**config.mk**
```make
export PLATFORM = sky130hd
export DESIGN_NAME = mem_port_arb
export DESIGN_NICKNAME = d
export VERILOG_FILES = /design/src/rtl/mem_port_arb.sv
export SDC_FILE = /design/constraint.sdc
export NUM_CORES = 1
export LEC_CHECK = 0
export ABC_AREA = 1
export CAP_MARGIN = 20
export CORE_UTILIZATION = 39
export CTS_CLUSTER_SIZE = 25
export DETAILED_ROUTE_END_ITERATION = 8
export GPL_ROUTABILITY_DRIVEN = 0
export HOLD_SLACK_MARGIN = 0.15
export PLACE_DENSITY_LB_ADDON = 0.15
export SETUP_SLACK_MARGIN = 0.05
export SYNTH_ARGS = -nofsm -noshare
export SYNTH_HDL_FRONTEND = slang
export SYNTH_SLANG_ARGS = --single-unit
```
**constraint.sdc**
```tcl
create_clock -name clk -period 4.95 [get_ports clk]
set_input_delay 1.2375 -clock clk [delete_from_list [all_inputs] [get_ports clk]]
set_output_delay 1.2375 -clock clk [all_outputs]
set_load 0.05 [all_outputs]
```
**src/rtl/mem_port_arb.sv**
```systemverilog
// Round-robin arbiter sharing one wait-state memory port between instruction fetch
// and data access, with registered handshakes and a stall timeout.
module mem_port_arb #(
  parameter int AW  = 32,
  parameter int DW  = 32,
  parameter int TMO = 15
) (
  input  logic          clk,
  input  logic          rst,
  input  logic          if_req,
  input  logic [AW-1:0] if_addr,
  output logic          if_gnt,
  output logic          if_done,
  output logic [DW-1:0] if_rdata,
  input  logic          dm_req,
  input  logic          dm_we,
  input  logic [3:0]    dm_be,
  input  logic [AW-1:0] dm_addr,
  input  logic [DW-1:0] dm_wdata,
  output logic          dm_gnt,
  output logic          dm_done,
  output logic [DW-1:0] dm_rdata,
  output logic          mem_req,
  output logic          mem_we,
  output logic [3:0]    mem_be,
  output logic [AW-1:0] mem_addr,
  output logic [DW-1:0] mem_wdata,
  input  logic [DW-1:0] mem_rdata,
  input  logic          mem_ready,
  output logic          tmo_err
);

  typedef enum logic [1:0] {
    IDLE    = 2'd0,
    BUSY_IF = 2'd1,
    BUSY_DM = 2'd2
  } state_t;

  localparam logic [7:0] TMO_C = 8'(TMO);

  state_t        r_state;
  logic          r_last_dm;
  logic [7:0]    r_cnt;
  logic          r_if_gnt;
  logic          r_if_done;
  logic [DW-1:0] r_if_rdata;
  logic          r_dm_gnt;
  logic          r_dm_done;
  logic [DW-1:0] r_dm_rdata;
  logic          r_mem_req;
  logic          r_mem_we;
  logic [3:0]    r_mem_be;
  logic [AW-1:0] r_mem_addr;
  logic [DW-1:0] r_mem_wdata;
  logic          r_tmo_err;

  logic          w_pick_if;
  logic          w_pick_dm;
  logic          w_finish;
  logic [DW-1:0] w_ret_data;

  // On a tie the port that was not granted last wins; last resets to DM so fetch wins first.
  always_comb begin
    w_pick_if  = if_req & (~dm_req | r_last_dm);
    w_pick_dm  = dm_req & ~w_pick_if;
    w_finish   = mem_ready | (r_cnt == TMO_C);
    w_ret_data = mem_ready ? mem_rdata : '0;
  end

  always_ff @(posedge clk or posedge rst) begin
    if (rst) begin
      r_state     <= IDLE;
      r_last_dm   <= 1'b1;
      r_cnt       <= '0;
      r_if_gnt    <= 1'b0;
      r_if_done   <= 1'b0;
      r_if_rdata  <= '0;
      r_dm_gnt    <= 1'b0;
      r_dm_done   <= 1'b0;
      r_dm_rdata  <= '0;
      r_mem_req   <= 1'b0;
      r_mem_we    <= 1'b0;
      r_mem_be    <= '0;
      r_mem_addr  <= '0;
      r_mem_wdata <= '0;
      r_tmo_err   <= 1'b0;
    end else begin
      r_if_gnt  <= 1'b0;
      r_dm_gnt  <= 1'b0;
      r_if_done <= 1'b0;
      r_dm_done <= 1'b0;
      unique case (r_state)
        IDLE: begin
          if (w_pick_if) begin
            r_state    <= BUSY_IF;
            r_last_dm  <= 1'b0;
            r_cnt      <= '0;
            r_if_gnt   <= 1'b1;
            r_mem_req  <= 1'b1;
            r_mem_we   <= 1'b0;
            r_mem_be   <= '1;
            r_mem_addr <= if_addr;
          end else if (w_pick_dm) begin
            r_state     <= BUSY_DM;
            r_last_dm   <= 1'b1;
            r_cnt       <= '0;
            r_dm_gnt    <= 1'b1;
            r_mem_req   <= 1'b1;
            r_mem_we    <= dm_we;
            r_mem_be    <= dm_we ? dm_be : 4'hF;
            r_mem_addr  <= dm_addr;
            r_mem_wdata <= dm_wdata;
          end
        end
        BUSY_IF, BUSY_DM: begin
          // mem_ready takes priority, so a ready arriving on the timeout cycle completes cleanly.
          if (w_finish) begin
            r_state   <= IDLE;
            r_mem_req <= 1'b0;
            if (!mem_ready) begin
              r_tmo_err <= 1'b1;
            end
            if (r_state == BUSY_IF) begin
              r_if_done  <= 1'b1;
              r_if_rdata <= w_ret_data;
            end else begin
              r_dm_done <= 1'b1;
              if (!r_mem_we) begin
                r_dm_rdata <= w_ret_data;
              end
            end
          end else begin
            r_cnt <= r_cnt + 8'd1;
          end
        end
        default: r_state <= IDLE;
      endcase
    end
  end

  assign if_gnt    = r_if_gnt;
  assign if_done   = r_if_done;
  assign if_rdata  = r_if_rdata;
  assign dm_gnt    = r_dm_gnt;
  assign dm_done   = r_dm_done;
  assign dm_rdata  = r_dm_rdata;
  assign mem_req   = r_mem_req;
  assign mem_we    = r_mem_we;
  assign mem_be    = r_mem_be;
  assign mem_addr  = r_mem_addr;
  assign mem_wdata = r_mem_wdata;
  assign tmo_err   = r_tmo_err;

endmodule

```
### After elaboration in Yosys (flattened, before gate mapping)

Index checks and enable logic that the tools add are counted.
Widths: inputs -> output; s select.

| storage, ports and cells | value |
|---|---|
| register bits | 150 |
| bits of input ports | 138 |
| word-level logic and storage cells | 75 |

| operators by class | value |
|---|---|
| $add $sub $neg | 1 |
| eq/ne operators | 6 |
| muxes and demuxes | 32 |
| bitwise gates (word level) | 9 |
| reductions and logical operators | 12 |

Operators by type and width:

| kind | number |
|---|---|
| $mux 32 | 3 |
| $mux 8 | 3 |
| $mux 1 | 17 |
| $pmux 8 s2 | 1 |
| $reduce_and 3->1 | 5 |
| $mux 4 | 3 |
| $add 8x1->8 const B | 1 |
| $eq 8x4->1 const B | 1 |
| $mux 2 | 3 |
| $not 1->1 | 5 |
| $ne 2x2->1 const B | 2 |
| $pmux 2 s2 | 1 |
| $reduce_and 2->1 | 2 |
| $reduce_and 4->1 | 1 |
| $reduce_bool 2->1 | 2 |
| $ne 3x3->1 const B | 1 |
| $and 1x1->1 | 2 |
| $eq 2x1->1 const B | 1 |
| $eq 2x2->1 const B | 1 |
| $logic_not 2->1 | 1 |
| $or 1x1->1 | 2 |
| $pmux 1 s2 | 1 |
| $reduce_or 2->1 | 1 |

### Logic depth before layout (Yosys ltp)

Gate-level depths: netlist (run 1).

| depth | value |
|---|---|
| depth after elaboration | 8 |
| mapped depth | 10 |

### Worst setup path after synthesis (run 1)

Ideal clock, no wire load.

| path | value |
|---|---|
| kind | in2reg |
| from | input dm_req |
| to | register r_mem_be[0], in the netlist mem_be[0] |
| library setup time | 0.118 ns |
| data arrival time | 2.039 ns |
| setup slack | 2.793 ns |
| stages | 6 |
| path buffers | 2 |
| path through | o21ai_2 > inv_2 > buf_2 > buf_2 > nor2_1 > nor2_1 |

| on the way | value |
|---|---|
| cells in the longest elaborated chain, start to end | 7 |
| elaborated cells between the ends (all ways) | 8 |
| classes of those cells | mux (1); bitwise (5); reduce/logical (2) |

Ends and longest elaborated chain:

| item | line | RTL |
|---|---|---|
| start, declared | 15 | `input logic dm_req,` |
| $not 1->1 | 64 | `w_pick_if = if_req & (~dm_req \| r_last_dm);` |
| $or 1x1->1 | 64 |  |
| $and 1x1->1 | 64 |  |
| $not 1->1 (no source line) | -- |  |
| $and 1x1->1 | 65 | `w_pick_dm = dm_req & ~w_pick_if;` |
| $reduce_bool 2->1 (no source line) | -- |  |
| $reduce_and 2->1 (no source line) | -- |  |
| end signal, assigned | 110 | `r_mem_be <= dm_we ? dm_be : 4'hF;` |
| end, declared | 52 | `logic [3:0] r_mem_be;` |

Several ways; a longest one is shown, not always the timed one.
A chain may end at the register's enable or synchronous reset.

### Final worst setup path (run 1)

| path | value |
|---|---|
| from | input dm_req |
| to | register r_mem_wdata[1], in the netlist mem_wdata[1] |

| on the way | value |
|---|---|
| cells in the longest elaborated chain, start to end | 6 |

Ends and longest elaborated chain:

| item | line | RTL |
|---|---|---|
| $not 1->1 | 64 |  |
| $or 1x1->1 | 64 |  |
| $and 1x1->1 | 64 |  |
| $not 1->1 (no source line) | -- |  |
| $and 1x1->1 | 65 |  |
| $reduce_and 3->1 (no source line) * | -- |  |
| end signal, assigned | 112 | `r_mem_wdata <= dm_wdata;` |
| end, declared | 54 | `logic [DW-1:0] r_mem_wdata;` |

Every way passes the cells marked *; elsewhere a longest branch is shown, timed or not.

==> results of run 1 <==
==> registers in the layout, summed over array words and instances, names as in the netlist, 2 cells and up <==
signal     flops
if_rdata      32
mem_addr      32
r_state        2
dm_rdata      32
mem_wdata     32
mem_be         4
r_cnt          8
==> routing by layer <==
metal  share of wire [%]  wire (um)  GRT usage, %  vias up
met3                 7.6       1490          7.28       33
met5                   0          0             0        -
met1                  43       8330          28.7     2852
met2                  48       9310          35.6      227
met4                 2.2        440          9.00        0
li1                    -          -             -     3070
==> cell type report <==
type	count	area share [%]
clock buffer	19	4.27
clock inverter	12	1.76
inverter	55	2.07
multi-input combinational	552	24.3
sequential	150	37.0
tap	220	2.71
timing repair buffer	284	27.9
==> synth_stat cells (2+ instances only) <==
cell type | count | area [um2]
nand2_1 | 334 | 1250
dfrtp_1 | 149 | 3730
a21oi_1 | 64 | 320
nand4_1 | 64 | 400
nor2_1 | 58 | 218
inv_1 | 52 | 195
clkbuf_1 | 21 | 78.8
buf_2 | 18 | 90.1
nand3_1 | 12 | 60.1
buf_6 | 6 | 67.6
buf_4 | 3 | 22.5
ha_1 | 3 | 37.5
inv_2 | 3 | 11.3
nand3_4 | 3 | 52.6
buf_1 | 2 | 7.51
nor2_4 | 2 | 22.5
xor2_1 | 2 | 17.5
==> metrics by stage <==
step / hold WS (ns) / worst slack [ns] / total power [W]
after floorplan: 0.442 / 1.82 / 0.00501
after global routing: 0.484 / 1.67 / 0.00825
after detailed placement: 0.458 / 1.41 / 0.00652
final: 0.467 / 1.89 / 0.00784
after CTS: 0.474 / 1.87 / 0.00790
after global placement: 0.446 / 1.45 / 0.00649
==> cells by family after synthesis <==
group | share of synthesized area, %
and+or+nand+nor | 30.6
DFF | 56.1
buffers and inverters | 7.07
AOI/OAI and AO/OA | 5.24
xor gates and xnor gates | 0.393
adders and majority gates | 0.561
==> worst max-delay path, stage by stage <==
cell and delay (ns):
clkdlybuf4s50_1 0.54, a21oi_2 0.08, buf_4 0.21, nor2_4 0.61
inv_2 0.45, nand2_1 0.15, nand2_1 0.06
==> final timing paths <==
path	endpoint	slack (ns)	depth (start not counted)
min in group asynchronous	if_rdata[21]$_DFFE_PP0P_	1.34	3
worst max register to register	mem_wdata[1]$_DFFE_PP0P_	2.64	7
worst min register to register	dm_rdata[17]$_DFFE_PP0P_	0.47	2
worst min-delay path	dm_rdata[17]$_DFFE_PP0P_	0.47	2
worst max-delay path	mem_wdata[1]$_DFFE_PP0P_	1.89	7
max in group asynchronous	if_rdata[24]$_DFFE_PP0P_	2.92	3
==> power breakdown <==
group | total [W] | leakage [nW] | internal [W] | switching (W)
registers | 0.00207 | 1.85 | 0.00177 | 0.000301
clock network | 0.00135 | 0.289 | 0.000842 | 0.000510
logic | 0.00442 | 2.80 | 0.00131 | 0.00311
==> summary.md, run 1 <==
| Metric | Value |
|---|---|
| Worst-path clk slew | `0.06 ns` |
| # diodes | `0` |
| # Post-CTS Setup Buffers | `0` |
| Mapped cell area | `6690 um2` |
| Synth Instances | `807` |
| Final setup fails | `0` |
| RR Startpoint | `r_state[0]$_DFFE_PP0P_` |
| Post-cts resize count | `0` |
| Sum Neg Setup Slack | `0 ns` |
| Final Hold Viols | `0` |
| Site row count | `47` |
| Critical path class | `input pin to register` |
| DR vias | `6182` |
| DIE AREA | `17700 um2` |
| Sequential area share after synthesis | `56.1%` |
| PwrDens | `772 nW/um2` |
| Number of synthesized flops with an enable pin | `0` |
| Clk_lat worst skew | `0.42 ns` |
| DP Area | `9540 um2` |
| DR WL/cell | `15.1 um` |
| H-tree levels | `4` |
| Global Route Usage Sum | `22.6%` |
| Initial antenna violation count | `0` |
| Iteration-0 DRC Markers | `346` |
| Fraction of layout cells with a size suffix above 1 | `5.13%` |
| Antenna viol nets, final | `0` |
| YS warnings | `0` |
| Synthesized area per cell | `8.29 um2` |
| PortBufs | `276` |
| Leak pwr | `4.95 nW` |
| Drc violations | `0` |
| CP required | `5.25 ns` |
| Clk sink count | `150` |
| Worst hold path class | `register to register` |
| CTS tree | `done` |
| CP startpoint | `dm_req` |
| Cts bufs inserted | `17` |
| Finished Layout Cells | `1292` |
| # fillers | `1430` |
| Pre-antenna DRT Iters | `4` |
| Commonest non-fill, non-tap cell in the layout | `nand2_1` |
| Tmin final | `3.06 ns` |
| Post-synth ARST share | `100%` |
| Hold_sp | `dm_rdata[17]$_DFFE_PP0P_` |
| Maximum clock frequency | `0.327 GHz` |
| Max-cap violations | `0` |
| Post-synth top flop | `dfrtp_1` |
| Tcrit/Tclk final | `61.9%` |
| Most frequent cells in the layout | `334 x nand2_1, 275 x clkdlybuf4s50_1, 149 x dfrtp_1, 64 x a21oi_1, 64 x nand4_1` |
| Largest net degree at the start of global routing | `151` |
| Routed WL | `19.6 mm` |
| Core area | `16600 um2` |
| Via density per instance | `4.78` |
| VDD IR-drop max | `0.499 mV` |
| Post-Layout Inst Area | `10100 um2` |
| Endpoint type of the worst setup path | `register` |
| Vias in the first global route | `6006` |
| Die outline height | `133 um` |
| Distinct cells, synth | `28` |
| Status | `finished clean` |
| Arr. time, crit path | `3.37 ns` |
| Inst Count DP | `1261` |
| Syn nets | `948` |
| DP Wirelength | `13.3 mm` |
| Worst slew pin tran | `0.857 ns` |
| Max_slew headroom | `42.9%` |
| Initial Util | `40.2%` |
| Root Buffer | `clkbuf_16` |
| Final count of pins violating max slew | `0` |
| Final net count | `1201` |
| Multi-input logic area | `2470 um2` |
| Post-layout util | `61.0%` |
| Die W | `133 um` |
| GRT Residual Overflow | `0` |
| Synth-to-layout area growth | `51.7%` |
| FF/Latch Area | `3750 um2` |
| Ports | `277` |
| CTS Hold Buffers Added | `0` |
| Crit start category | `input pin` |
| Crit Path Max Fanout | `36` |
| First-pass GRT wire length | `31.2 mm` |
| Clock skew | `0.00935 ns` |
| Seq cells post-synth | `150` |
| RSZ-0062 raised after global routing | `false` |
| CTS max path bufs | `2` |
Note: power is estimated with default switching activity, not from simulation.
==> run 2: changes to the inputs <==
CORE_UTILIZATION = 40   (was 39)
clock period = 3 ns   (was 4.95 ns; I/O delays follow)
==> run 2 against run 1 <==
  * Clock skew fell by 0.00092 ns
  * Register-to-register slack got worse by 1.7 ns
  * Critical path depth fell by 6
  * Count of clock-buffer cells in the layout rose by 2
  * Sequential cell count did not move
  * Largest cell class unchanged
==> summary.md, run 2 (same netlist as run 1, synthesis figures left out) <==
| Metric | Value |
|---|---|
| Status | `finished clean (unchanged)` |
| Final net count | `1205 (was 1201)` |
| Fraction of layout cells with a size suffix above 1 | `5.40% (was 5.13%)` |
| # Post-CTS Setup Buffers | `0 (unchanged)` |
| Arr. time, crit path | `1.67 ns (was 3.37 ns)` |
| Routed WL | `19.8 mm (was 19.6 mm)` |
| Worst path max stage delay | `0.87 ns (was 0.61 ns)` |
| GRT Residual Overflow | `0 (unchanged)` |
| Leak pwr | `4.99 nW (was 4.95 nW)` |
| PortBufs | `276 (unchanged)` |
| CTS Hold Buffers Added | `0 (unchanged)` |
| Most frequent cells in the layout | `334 x nand2_1, 275 x clkdlybuf4s50_1, 149 x dfrtp_1, 64 x a21oi_1, 64 x nand4_1 (unchanged)` |
| First-pass GRT wire length | `32.3 mm (was 31.2 mm)` |
| FF-to-FF setup slack | `0.95 ns (was 2.64 ns)` |
| # fillers | `1368 (was 1430)` |
| # diodes | `0 (unchanged)` |
| Pre-CTS WS | `0.420 ns (was 1.41 ns)` |
| Crit path buf inv count | `1 (was 3)` |
| Clk_lat worst skew | `0.42 ns (about the same)` |
| Clock skew | `0.00843 ns (was 0.00935 ns)` |
| Drc violations | `0 (unchanged)` |
| Post-cts resize count | `0 (unchanged)` |
| Synth-to-layout area growth | `52.6% (was 51.7%)` |
| CP required | `2.25 ns (was 5.25 ns)` |
| Vias in the first global route | `6231 (was 6006)` |
| Post-route setup slack | `0.584 ns (was 1.89 ns)` |
| Slowest CP cell | `clkdlybuf4s50_1 (was nor2_4)` |
| Core area | `16100 um2 (was 16600 um2)` |
| Worst-path clk slew | `0.05 ns (was 0.06 ns)` |
| Cts bufs inserted | `17 (unchanged)` |
| Max-cap violations | `0 (unchanged)` |
| Initial antenna violation count | `0 (unchanged)` |
| Antenna viol nets, final | `0 (unchanged)` |
| PwrDens | `1280 nW/um2 (was 772 nW/um2)` |
| Post-layout util | `63.4% (was 61.0%)` |
| Commonest non-fill, non-tap cell in the layout | `nand2_1 (unchanged)` |
| Die W | `131 um (was 133 um)` |
| Root Buffer | `clkbuf_16 (unchanged)` |
| Final Hold Viols | `0 (unchanged)` |
| Initial Util | `41.5% (was 40.2%)` |
| Crit start category | `register (was input pin)` |
| Via density per instance | `4.87 (was 4.78)` |
| Crit-path cells | `clkdlybuf4s50_1 (was clkdlybuf4s50_1 > a21oi_2 > buf_4 > nor2_4 > inv_2 > nand2_1 > nand2_1)` |
| Site row count | `46 (was 47)` |
| Die outline height | `131 um (was 133 um)` |
| Worst path top cell family by delay | `buffers and inverters (unchanged)` |
| VDD IR-drop max | `0.700 mV (was 0.499 mV)` |
| CTS tree | `done (unchanged)` |
| DP Wirelength | `13.5 mm (was 13.3 mm)` |
| Sum Neg Setup Slack | `0 ns (unchanged)` |
| Largest net degree at the start of global routing | `88 (was 151)` |
| Iteration-0 DRC Markers | `382 (was 346)` |
| CTS max path bufs | `2 (unchanged)` |
| Clk sink count | `150 (unchanged)` |
| Final setup fails | `0 (unchanged)` |
| DR WL/cell | `15.3 um (was 15.1 um)` |
| Ports | `277 (unchanged)` |
| H-tree levels | `4 (unchanged)` |
| Maximum clock frequency | `0.414 GHz` |
| Pre-antenna DRT Iters | `5 (was 4)` |
| Endpoint type of the worst setup path | `primary output (was register)` |
| Tcrit/Tclk final | `80.5%` |
| Final count of pins violating max slew | `0 (unchanged)` |
| Worst hold path class | `register to register (unchanged)` |
| Tmin final | `2.42 ns` |
| DR vias | `6283 (was 6182)` |
| Inst Count DP | `1261 (unchanged)` |
| Crit Path Max Fanout | `3 (was 36)` |
| RSZ-0062 raised after global routing | `false (unchanged)` |
| Worst slew pin tran | `0.700 ns (was 0.857 ns)` |
| Max_slew headroom | `53.3% (was 42.9%)` |
| Critical path class | `register to primary output (was input pin to register)` |
| Finished Layout Cells | `1291 (was 1292)` |
| Global Route Usage Sum | `23.7% (was 22.6%)` |
| DIE AREA | `17200 um2 (was 17700 um2)` |
==> run 2: cell types whose count changed in the layout (fill, tap and decap cells not counted) <==
cell,before,now
bufinv_16,4,5
clkinvlp_4,4,3
clkbuf_8,0,2
inv_6,1,0
buf_12,1,2
clkinv_4,2,0
buf_4,7,10
==> run 2: layer usage <==
| layer | global-route usage, % | up-vias | routed length (um) |
|---|---|---|---|
| met2 | 38.5 | 209 | 9410 |
| li1 | - | 3081 | - |
| met5 | 0 | - | 0 |
| met3 | 8.02 | 28 | 1600 |
| met1 | 29.3 | 2965 | 8350 |
| met4 | 8.66 | 0 | 417 |
==> run 2: final timing paths <==
check / startpoint / end / cells past startpoint
max: mem_we$_DFFE_PP0P_ / mem_we / 1
min: tmo_err$_DFFE_PP0P_ / tmo_err$_DFFE_PP0P_ / 1
max reg2reg: r_cnt[0]$_DFFE_PP0P_ / if_rdata[3]$_DFFE_PP0P_ / 8
min reg2reg: tmo_err$_DFFE_PP0P_ / tmo_err$_DFFE_PP0P_ / 1
max in group asynchronous: rst / mem_addr[3]$_DFFE_PP0P_ / 3
min in group asynchronous: rst / if_rdata[24]$_DFFE_PP0P_ / 3
==> run 2: through the flow <==
step	area [um2]	total power [W]	hold slack, ns
2_1_floorplan	6690	0.00827	0.442
3_3_place_gp	9570	0.0107	0.441
3_5_place_dp	9570	0.0108	0.452
4_1_cts	10200	0.0132	0.465
5_1_grt	10200	0.0138	0.481
6_report	10200	0.0130	0.458
==> run 2: cell type report <==
cell class / count / area [um2] / area share [%]
inverter: 55 / 210 / 2.06
multi-input combinational: 552 / 2470 / 24.2
tap: 216 / 270 / 2.65
sequential: 150 / 3750 / 36.8
timing repair buffer: 288 / 2870 / 28.1
clock buffer: 21 / 460 / 4.51
clock inverter: 9 / 175 / 1.72
==> run 2: report_power, final <==
group	switching, W	leakage [nW]	total, W	internal [W]
Sequential	0.000494	1.85	0.00341	0.00292
Combinational	0.00514	2.83	0.00734	0.00220
Clock	0.000793	0.305	0.00230	0.00151
Total	0.00643	4.99	0.0130	0.00662
